File: src/rtl/pipe_stage_reg.sv
// Generic inter-stage pipeline register (D/E, E/M, M/W): PC, instruction,
// NUM_CH data channels and T_new, with load / stall-hold / flush and a stall counter.
module pipe_stage_reg #(
    parameter int unsigned DATA_W   = 32,
    parameter int unsigned NUM_CH   = 2,
    parameter int unsigned TNEW_W   = 3,
    parameter logic [31:0] RESET_PC = 32'h0000_3000,
    parameter bit          FLUSH_PC = 1'b1,
    parameter int unsigned SCNT_W   = 8
) (
    input  logic                     clk,
    input  logic                     reset,
    input  logic                     en,
    input  logic                     flush,
    input  logic                     in_valid,
    input  logic [31:0]              in_pc,
    input  logic [31:0]              in_instr,
    input  logic [NUM_CH*DATA_W-1:0] in_data,
    input  logic [TNEW_W-1:0]        in_tnew,
    output logic                     out_valid,
    output logic [31:0]              out_pc,
    output logic [31:0]              out_instr,
    output logic [NUM_CH*DATA_W-1:0] out_data,
    output logic [TNEW_W-1:0]        out_tnew,
    output logic [SCNT_W-1:0]        stall_cnt
);

    localparam int unsigned DW = NUM_CH * DATA_W;

    logic              valid_q, valid_d;
    logic [31:0]       pc_q, pc_d;
    logic [31:0]       instr_q, instr_d;
    logic [DW-1:0]     data_q, data_d;
    logic [TNEW_W-1:0] tnew_q, tnew_d;
    logic [SCNT_W-1:0] scnt_q, scnt_d;

    // Hold path never reads in_*, so unknown upstream values cannot leak in during a stall.
    always_comb begin
        valid_d = valid_q;
        pc_d    = pc_q;
        instr_d = instr_q;
        data_d  = data_q;
        tnew_d  = tnew_q;
        scnt_d  = scnt_q;
        if (flush) begin
            valid_d = 1'b0;
            pc_d    = FLUSH_PC ? in_pc : RESET_PC;
            instr_d = '0;
            data_d  = '0;
            tnew_d  = '0;
            scnt_d  = '0;
        end else if (en) begin
            valid_d = in_valid;
            pc_d    = in_pc;
            instr_d = in_instr;
            data_d  = in_data;
            tnew_d  = (in_tnew == '0) ? '0 : in_tnew - TNEW_W'(1);
            scnt_d  = '0;
        end else begin
            scnt_d  = (scnt_q == '1) ? scnt_q : scnt_q + SCNT_W'(1);
        end
    end

    always_ff @(posedge clk) begin
        if (reset) begin
            valid_q <= 1'b0;
            pc_q    <= RESET_PC;
            instr_q <= '0;
            data_q  <= '0;
            tnew_q  <= '0;
            scnt_q  <= '0;
        end else begin
            valid_q <= valid_d;
            pc_q    <= pc_d;
            instr_q <= instr_d;
            data_q  <= data_d;
            tnew_q  <= tnew_d;
            scnt_q  <= scnt_d;
        end
    end

    assign out_valid = valid_q;
    assign out_pc    = pc_q;
    assign out_instr = instr_q;
    assign out_data  = data_q;
    assign out_tnew  = tnew_q;
    assign stall_cnt = scnt_q;

endmodule
File: config.mk
export PLATFORM = sky130hd
export DESIGN_NAME = pipe_stage_reg
export DESIGN_NICKNAME = d
export VERILOG_FILES = /design/src/rtl/pipe_stage_reg.sv
export SDC_FILE = /design/constraint.sdc
export NUM_CORES = 1
export LEC_CHECK = 0
export CAP_MARGIN = 20
export CORE_MARGIN = 3
export CORE_UTILIZATION = 30
export DETAILED_ROUTE_END_ITERATION = 7
export DONT_BUFFER_PORTS = 1
export PLACE_DENSITY_LB_ADDON = 0.08
export SYNTH_ARGS = -nofsm -noshare
export SYNTH_HDL_FRONTEND = slang
export SYNTH_SLANG_ARGS = --single-unit
File: constraint.sdc
create_clock -name clk -period 1.38 [get_ports clk]
set_input_delay 0.276 -clock clk [delete_from_list [all_inputs] [get_ports clk]]
set_output_delay 0.276 -clock clk [all_outputs]
set_load 0.01 [all_outputs]
==> impl_metrics.env <==
export IMPL_status="finished clean"
export IMPL_post_route_cells_drive_above_1_share=0.0835
export IMPL_vias=3912
export IMPL_grt_ovfl_total=0
export IMPL_placed_area_um2=5240
export IMPL_finalSetupViolCount=0
export IMPL_synth_top_area_share=0.558
export IMPL_core_um2=16100
export IMPL_dieArea_um2=18300
export IMPL_cts_buffers=17
export IMPL_cts_tree="built"
export IMPL_fin_crit_sh=0.965
export IMPL_p_leak_uw=0.00287
export IMPL_drc_errors=0
export IMPL_grt_pass1_vias=3939
export IMPL_netlist_instances=516
export IMPL_cts_htree_levels=4
export IMPL_grt_pass1_wl_um=20500
export IMPL_avgSynthCellArea_um2=9.73
export IMPL_crit_path_start_kind="flop"
export IMPL_pin_count=276
export IMPL_synth_commonest_cells="140 x dfxtp_1, 102 x nor2_1, 100 x mux2i_1"
export IMPL_ys_warn_count=0
export IMPL_place_hpwl_um=9070
export IMPL_power_density_nw_per_um2=1490
export IMPL_final_antenna_net_count=0
export IMPL_worstPathRequired_ns=1.72
export IMPL_diodes=0
export IMPL_clock_skew_ns=0.00571
export IMPL_antenna_found_initial=0
export IMPL_final_hold_viol_count=0
export IMPL_endpoint_kind="flop"
export IMPL_max_freq_mhz=751
export IMPL_finalWirelength_um=13500
export IMPL_clockRootBuffer="clkbuf_16"
export IMPL_cts_sinks=140
export IMPL_nNetsFinal=738
export IMPL_hold_class="in -> reg"
export IMPL_ir_drop_mv=0.795
export IMPL_grt_util_all_layers=0.143
export IMPL_min_period_ns=1.33
export IMPL_fp_dieW_um=135
export IMPL_grt_max_degree=106
export IMPL_rows=46
export IMPL_yosysTopAreaCell="dfxtp_1"
export IMPL_dr_pass1_iters=4
export IMPL_area_growth_pct=34.5
export IMPL_synth_distinct_cells=27
export IMPL_routedWlPerCell_um=16.3
export IMPL_synth_net_count=655
export IMPL_synth_seq_cells=140
export IMPL_ys_top_cells_by_area="dfxtp_1 56%, mux2i_1 20%, nor2_1 7.6%"
export IMPL_die_y_um=135
export IMPL_yosysMostFrequentCell="dfxtp_1"
export IMPL_gp_congestion=0.773
export IMPL_finish_utilization=0.419
export IMPL_via_per_inst=4.73
export IMPL_critPathArrivalTime_ns=1.68
export IMPL_yosysSeqAreaShare=0.558
export IMPL_synth_edf_count=0
export IMPL_worstMarginPinSlew_ns=0.587
export IMPL_cap_viol_max_count=0
export IMPL_rsz0062_at_grt="no"
export IMPL_num_fill_cells=1568
export IMPL_io_buffer_count=0
export IMPL_initial_core_util=0.312
export IMPL_relSlewSlack=0.609
export IMPL_clock_latency_ns=0.41
export IMPL_drtIter0Drc=148
export IMPL_slew_violations=0
export IMPL_async_flop_share=0
export IMPL_syn_area_um2=5020
export IMPL_final_cell_area_um2=6760
export IMPL_path_class="reg -> reg"
export IMPL_synth_top_flop_cell="dfxtp_1"
export IMPL_tns_ns=0
export IMPL_crit_fanout=6
export IMPL_clock_path_buffers=2
export IMPL_cts_clk_slew_worst_paths_ns=0.06
==> sequential cells by signal (all words and copies together), names as in the netlist <==
name,count
stall_cnt,8
out_instr,32
out_data,64
out_valid,1
out_tnew,3
out_pc,32
==> cells by family after synthesis <==
logic type               Yosys count  share of synthesized area
AO/OA/AOI/OAI                     45                     0.0491
adder cells (fa/ha/maj)            3                    0.00747
buffers and inverters             38                     0.0359
flip-flops                       140                      0.558
multiplexers                     100                      0.199
AND/OR/NAND/NOR                  190                      0.150
==> layer usage <==
metal	share of wire	track usage
met4	0.023	0.0661
met2	0.50	0.243
met1	0.37	0.154
met3	0.10	0.0617
met5	0	0
==> placed cells by master (no fill, tap or decap), types with 2 or more instances in the layout <==
master	synthesis	final
mux2i_1	100	100
o21bai_1	2	2
nand3b_1	2	2
dfxtp_1	140	140
dlygate4sd3_1	0	84
o21ai_0	3	3
clkbuf_16	0	17
nand4_1	2	2
bufinv_16	0	6
nor3_1	6	6
a21oi_1	32	32
nor2_1	102	101
ha_1	3	3
a31oi_1	5	5
nand2_1	69	69
buf_4	0	14
clkinv_2	0	5
nand3_1	3	3
inv_1	3	3
==> report_power, final <==
part	internal [uW]	switching [uW]	total, uW
clock	3410	1680	5100
combinational	367	246	613
sequential	4200	186	4390
==> worst max-delay path: stages (launching register included) <==
cell	delay, ns
dfxtp_1	0.31
ha_1	0.24
and3_2	0.28
a211oi_2	0.23
mux2i_1	0.20
==> stage by stage <==
step	hold slack, ns	total power (uW)	setup slack (ns)	cells
5_1_grt	0.00544	10500	0.00919	827
2_1_floorplan	0.400	4860	0.00767	516
3_5_place_dp	0.355	4880	0.0816	711
6_report	0.0239	10100	0.0482	827
4_1_cts	0.000260	10300	0.00668	826
3_3_place_gp	0.351	4870	0.116	711
==> cell type report <==
class | instances | area, um2 | area share
sequential | 140 | 2800 | 0.415
clock inverter | 13 | 221 | 0.0328
multi-input combinational | 338 | 2050 | 0.304
timing repair buffer | 99 | 961 | 0.142
clock buffer | 18 | 439 | 0.0650
inverter | 3 | 11.3 | 0.00167
tap | 216 | 270 | 0.0400
==> worst paths after layout <==
kind	startpoint	end	slack, ns	cells past startpoint
hold reg to reg	out_pc[25]	out_pc[25]	0.51	2
hold / removal	in_instr[5]	out_instr[5]	0.02	2
setup / recovery	stall_cnt[0]	stall_cnt[5]	0.05	4
setup reg to reg	stall_cnt[0]	stall_cnt[5]	0.05	4
==> what timing repair did <==
item                                    CTS  global route
resized for setup                         0             1
buffers inserted                          0             0
hold buffers                             84             0
hold endpoints to repair                 82             0
endpoints found under the setup margin    0             1
Power figures use the tool's default switching activity.
